[src/rtl/cpu_pkg.sv]
// -----------------------------------------------------------------------------
// cpu_pkg
// Constants and types shared by the CPU register file and its readback engine.
//   - state_t    : reg_dump_reader FSM encoding (IDLE, ISSUE, SEND, FINISH)
//   - NUM_REGS   : number of architectural registers
//   - REG_ADDR_W : register-file address width
//   - REG_DATA_W : register-file data width
// No ports (package).
// -----------------------------------------------------------------------------
package cpu_pkg;

   localparam int NUM_REGS   = 32;
   localparam int REG_ADDR_W = 5;
   localparam int REG_DATA_W = 32;

   typedef enum logic [1:0] {
      IDLE   = 2'd0,
      ISSUE  = 2'd1,
      SEND   = 2'd2,
      FINISH = 2'd3
   } state_t;

endpackage : cpu_pkg

[src/rtl/reg_dump_reader.sv]
// -----------------------------------------------------------------------------
// reg_dump_reader
// Scans every register of the CPU register file through its single read port
// and streams each value out over a valid/ready interface. While a dump runs,
// BUSY stalls the CPU so the register contents stay frozen.
//
// Ports:
//   CLK      in   clock, all state changes on the rising edge
//   RESET    in   synchronous active-high reset (aborts a dump, no DONE)
//   START    in   one-cycle dump request, only honoured when idle
//   REGADDR  out  register-file read address (index in ISSUE/SEND, else 0)
//   REGDATA  in   register-file read data for REGADDR (combinational read)
//   DOUT     out  streamed register value
//   DADDR    out  register index carried on DOUT
//   DVALID   out  DOUT/DADDR valid
//   DREADY   in   consumer accepts the beat when high together with DVALID
//   BUSY     out  high whenever the engine is not idle (CPU stall)
//   DONE     out  one-cycle pulse after the last beat is accepted
// -----------------------------------------------------------------------------
module reg_dump_reader #(
   parameter int NUM_REGS   = cpu_pkg::NUM_REGS,
   parameter int ADDR_WIDTH = cpu_pkg::REG_ADDR_W,
   parameter int DATA_WIDTH = cpu_pkg::REG_DATA_W
) (
   input  logic                  CLK,
   input  logic                  RESET,
   input  logic                  START,
   output logic [ADDR_WIDTH-1:0] REGADDR,
   input  logic [DATA_WIDTH-1:0] REGDATA,
   output logic [DATA_WIDTH-1:0] DOUT,
   output logic [ADDR_WIDTH-1:0] DADDR,
   output logic                  DVALID,
   input  logic                  DREADY,
   output logic                  BUSY,
   output logic                  DONE
);

   import cpu_pkg::*;

   // Terminal index; compared before incrementing so the counter never wraps.
   localparam logic [ADDR_WIDTH-1:0] LAST_IDX = ADDR_WIDTH'(NUM_REGS - 1);
   localparam logic [ADDR_WIDTH-1:0] IDX_ONE  = ADDR_WIDTH'(1'b1);

   state_t                  r_state;
   state_t                  w_state_nxt;
   logic [ADDR_WIDTH-1:0]   r_index;
   logic [ADDR_WIDTH-1:0]   w_index_nxt;
   logic                    w_load;
   logic                    w_handshake;

   logic [ADDR_WIDTH-1:0]   r_regaddr;
   logic [DATA_WIDTH-1:0]   r_dout;
   logic [ADDR_WIDTH-1:0]   r_daddr;
   logic                    r_dvalid;
   logic                    r_busy;
   logic                    r_done;

   // Next-state, next-index and capture-enable decode for the dump FSM.
   always_comb begin
      w_state_nxt = r_state;
      w_index_nxt = r_index;
      w_load      = 1'b0;
      // DREADY only matters while a beat is actually presented.
      w_handshake = (r_state == SEND) && DREADY;

      case (r_state)
         IDLE: begin
            if (START) begin
               w_state_nxt = ISSUE;
               w_index_nxt = {ADDR_WIDTH{1'b0}};
            end else begin
               w_state_nxt = IDLE;
            end
         end
         ISSUE: begin
            // One settle cycle for the combinational read, then capture.
            w_state_nxt = SEND;
            w_load      = 1'b1;
         end
         SEND: begin
            if (w_handshake) begin
               if (r_index == LAST_IDX) begin
                  w_state_nxt = FINISH;
               end else begin
                  w_state_nxt = ISSUE;
                  w_index_nxt = r_index + IDX_ONE;
               end
            end else begin
               w_state_nxt = SEND;
            end
         end
         FINISH: begin
            w_state_nxt = IDLE;
         end
         default: begin
            w_state_nxt = IDLE;
            w_index_nxt = {ADDR_WIDTH{1'b0}};
         end
      endcase
   end

   // State, index and output registers; outputs are derived from the next
   // state so they line up with the state they describe.
   always_ff @(posedge CLK) begin
      if (RESET) begin
         r_state   <= IDLE;
         r_index   <= {ADDR_WIDTH{1'b0}};
         r_regaddr <= {ADDR_WIDTH{1'b0}};
         r_dout    <= {DATA_WIDTH{1'b0}};
         r_daddr   <= {ADDR_WIDTH{1'b0}};
         r_dvalid  <= 1'b0;
         r_busy    <= 1'b0;
         r_done    <= 1'b0;
      end else begin
         r_state   <= w_state_nxt;
         r_index   <= w_index_nxt;
         r_regaddr <= ((w_state_nxt == ISSUE) || (w_state_nxt == SEND)) ?
                      w_index_nxt : {ADDR_WIDTH{1'b0}};
         if (w_load) begin
            r_dout  <= REGDATA;
            r_daddr <= r_index;
         end
         r_dvalid  <= (w_state_nxt == SEND);
         r_busy    <= (w_state_nxt != IDLE);
         r_done    <= (w_state_nxt == FINISH);
      end
   end

   assign REGADDR = r_regaddr;
   assign DOUT    = r_dout;
   assign DADDR   = r_daddr;
   assign DVALID  = r_dvalid;
   assign BUSY    = r_busy;
   assign DONE    = r_done;

endmodule : reg_dump_reader
[config.mk]
export PLATFORM = sky130hd
export DESIGN_NAME = reg_dump_reader
export DESIGN_NICKNAME = d
export VERILOG_FILES = /design/src/rtl/cpu_pkg.sv /design/src/rtl/reg_dump_reader.sv
export SDC_FILE = /design/constraint.sdc
export NUM_CORES = 1
export LEC_CHECK = 0
export BUFFER_PORTS_ARGS = -buffer_cell sky130_fd_sc_hd__buf_2
export CORE_ASPECT_RATIO = 1.5
export CORE_MARGIN = 10
export CORE_UTILIZATION = 50
export CTS_CLUSTER_DIAMETER = 100
export CTS_CLUSTER_SIZE = 10
export DETAILED_ROUTE_END_ITERATION = 7
export GPL_TIMING_DRIVEN = 0
export PLACE_DENSITY = 0.79
export SETUP_SLACK_MARGIN = 0.4
export SYNTH_ARGS = -nofsm -noshare
export SYNTH_HDL_FRONTEND = slang
export SYNTH_SLANG_ARGS = --single-unit
[constraint.sdc]
create_clock -name CLK -period 5 [get_ports CLK]
set_input_delay 1 -clock CLK [delete_from_list [all_inputs] [get_ports CLK]]
set_output_delay 1 -clock CLK [all_outputs]
set_load 0.01 [all_outputs]
==> results.yml <==
min_path:
  hp-class: "flop to flop"
power:
  peakVddDrop_v: 0.0002521
  swShare_pct: 23.27
  leakagePower_nw: 1.148
  p_int_mw: 0.6531
  power_frac_seq_pct: 51.7
  p_per_area_mw_per_mm2: 341.3
  p_clk_share_pct: 35.9
  switchingPower_mw: 0.1980
  p_comb_share_pct: 12.3
sta:
  slew_headroom_pct: 67.00
  finClkSkew_ns: 0.006425
  max_freq_mhz: 497.4
  rsz0062_at_grt: "false"
  slew_viol_final: 0
  setup_viol: 0
  tightestPinTransition_ns: 0.4949
  hold_violations: 0
  fin_setup_tns_ns: 0
  timing.final.crit_share_pct: 40.21
  fin_crit_ns: 2.010
placed_design:
  portBuffers: 80
  place_congestion: 0.8949
  place_inst: 349
  dp_hpwl_um: 3857
final_layout:
  final_common_cell: "buf_2"
  nNetsFinal: 353
  n_antenna_cell: 0
  syn2layout_area_growth_pct: 30.35
  final_cell_mix: "buf_2 (85), nand2_1 (77), dfxtp_1 (52)"
  final_util_pct: 67.72
  final_layout_size_suffix_gt1_share_pct: 31.53
  layout.cells.non_filler: 357
  fillCellCount: 328
floorplan:
  rows: 27
  die_height_um: 95.76
  die_x_um: 70.51
  ioPinCount: 81
  fp.dieArea_sq_mm: 0.006752
  coreArea_sq_mm: 0.003682
  initial_utilization_pct: 51.95
global_route:
  use_met1_pct: 13.37
  grt_first_pass_wirelength_um: 8169
  grt_busiest_layer: "met2"
  grt_antenna_before_repair: 0
  overflow: 0
  gr-usage-met2_pct: 27.85
  grt_use_total_pct: 14.76
  grt_pass1_vias: 1851
  grt_max_degree: 16
  met3_usage_pct: 6.488
logic_synthesis:
  syn_area_sq_mm: 0.001913
  synth.top_cell.area_share_pct: 54.41
  yosysSeqAreaShare_pct: 54.41
  ys_seq_elements: 52
  syn_inst: 226
  syn-num-nets: 266
  synth_top_area_cell: "dfxtp_1"
  ys_types: 28
  syn_avg_cell_area_sq_um: 8.465
  synth_area_leaders: "dfxtp_1 (54%), nand2_1 (15%), a21oi_1 (10%)"
  yosys_warnings: 0
clock_tree:
  clock_latency_ns: 0.30
  cts_tree: "yes"
  clock-sinks: 52
  hold_buffers: 0
  post-cts-setup-buffer-count: 0
  cts-htree-levels: 2
  path_clk_slew_ns: 0.08
  clockRootBuffer: "clkbuf_8"
  clock_path_buffers: 2
  cts_buffers: 5
  post_cts_resized: 0
status:
  outcome: "finished, final reports clean"
routing:
  dr.pass1.iters: 4
  drt_iter0_drc: 77
  vias: 1790
  postRouteAntennaNets: 0
  viasPerCell: 5.014
  post_drt_wl_per_cell_um: 14.05
  drc: 0
  wirelength_um: 5017
critical_path:
  crit_type: "primary input to flop"
  cp-start-kind: "primary input"
  crit_fanout: 6
  required_ns: 5.18
  critPathCaptureType: "flop"
  arrival_ns: 2.19
job:
  maxCapViolations: 0
## routing by layer
layer	vias to the layer above	routed length, um
met3	6	423
met2	53	2648
met5	-	0
met4	0	85
met1	803	1860
li1	928	-
## kinds of logic (layout without fill, tap and decap cells)
kind of cell / after synthesis / after routing / share of synthesized area [%]
AOI/OAI and AO/OA: 53 / 53 / 15.43
and+or+nand+nor: 101 / 101 / 23.09
DFF: 52 / 52 / 54.41
buffers and inverters: 16 / 104 / 4.447
adders and majority gates: 4 / 4 / 2.616
## stage by stage
stage	total power, mW	area (sq um)	hold slack, ns	worst slack [ns]
floorplan	0.5111	1913	0.4620	3.058
global placement	0.5548	2367	0.4391	2.632
detailed placement	0.5569	2367	0.4430	2.680
CTS	0.8620	2494	0.4548	2.981
global route	0.8905	2494	0.4749	2.827
finish	0.8511	2494	0.4525	2.990
## final timing paths
check / cells after the start / to / slack, ns / start
hold / removal: 2 / DOUT[17]$_SDFFE_PP0N_ / 0.45 / DOUT[17]$_SDFFE_PP0N_
setup reg to reg: 7 / REGADDR[1]$_SDFF_PP0_ / 3.05 / r_index[1]$_SDFF_PP0_
hold reg to reg: 2 / DOUT[17]$_SDFFE_PP0N_ / 0.45 / DOUT[17]$_SDFFE_PP0N_
setup / recovery: 7 / REGADDR[2]$_SDFF_PP0_ / 2.99 / DREADY
## flip-flops by register name, summed over array words and instances (netlist names)
signal   flops
BUSY         1
DOUT        32
DVALID       1
REGADDR      5
DONE         1
DADDR        5
r_state      2
r_index      5
## power by group through the flow
stage          Combinational (mW)  Sequential (mW)  Clock (mW)
2_1_floorplan              0.0528            0.458           0
3_3_place_gp                0.106            0.449           0
3_5_place_dp                0.107            0.450           0
4_1_cts                     0.108            0.440       0.314
5_1_grt                     0.120            0.443       0.328
6_report                    0.105            0.440       0.306
## final cells by class
cell class | count | area (sq um) | area share [%]
clock inverter | 1 | 30.03 | 1.204
multi-input combinational | 158 | 787.0 | 31.56
timing repair buffer | 80 | 400.4 | 16.06
buffer | 14 | 77.57 | 3.111
inverter | 2 | 7.507 | 0.3011
sequential | 52 | 1041 | 41.75
clock buffer | 7 | 96.34 | 3.864
tap | 43 | 53.80 | 2.158
## Yosys cell counts (all sizes together)
cell / count
a21o: 1
a21oi: 40
a2bb2oi: 1
a31oi: 4
a32oi: 2
and2: 1
and3: 1
and4: 1
and4b: 1
buf: 10
clkbuf: 4
dfxtp: 52
ha: 4
inv: 2
nand2: 77
nand2b: 2
nand3: 1
nand4: 3
nand4b: 1
nor2: 3
nor2b: 4
nor3: 3
nor3b: 1
o211ai: 2
o21ai: 2
o21bai: 1
or3b: 2
## critical path, stage by stage
cell,delay [ns]
buf_2,0.14
inv_1,0.09
o21ai_0,0.32
and2_1,0.18
ha_1,0.23
nand2b_1,0.17
nor3_1,0.07
No activity file was read; power rests on OpenSTA's default activity.
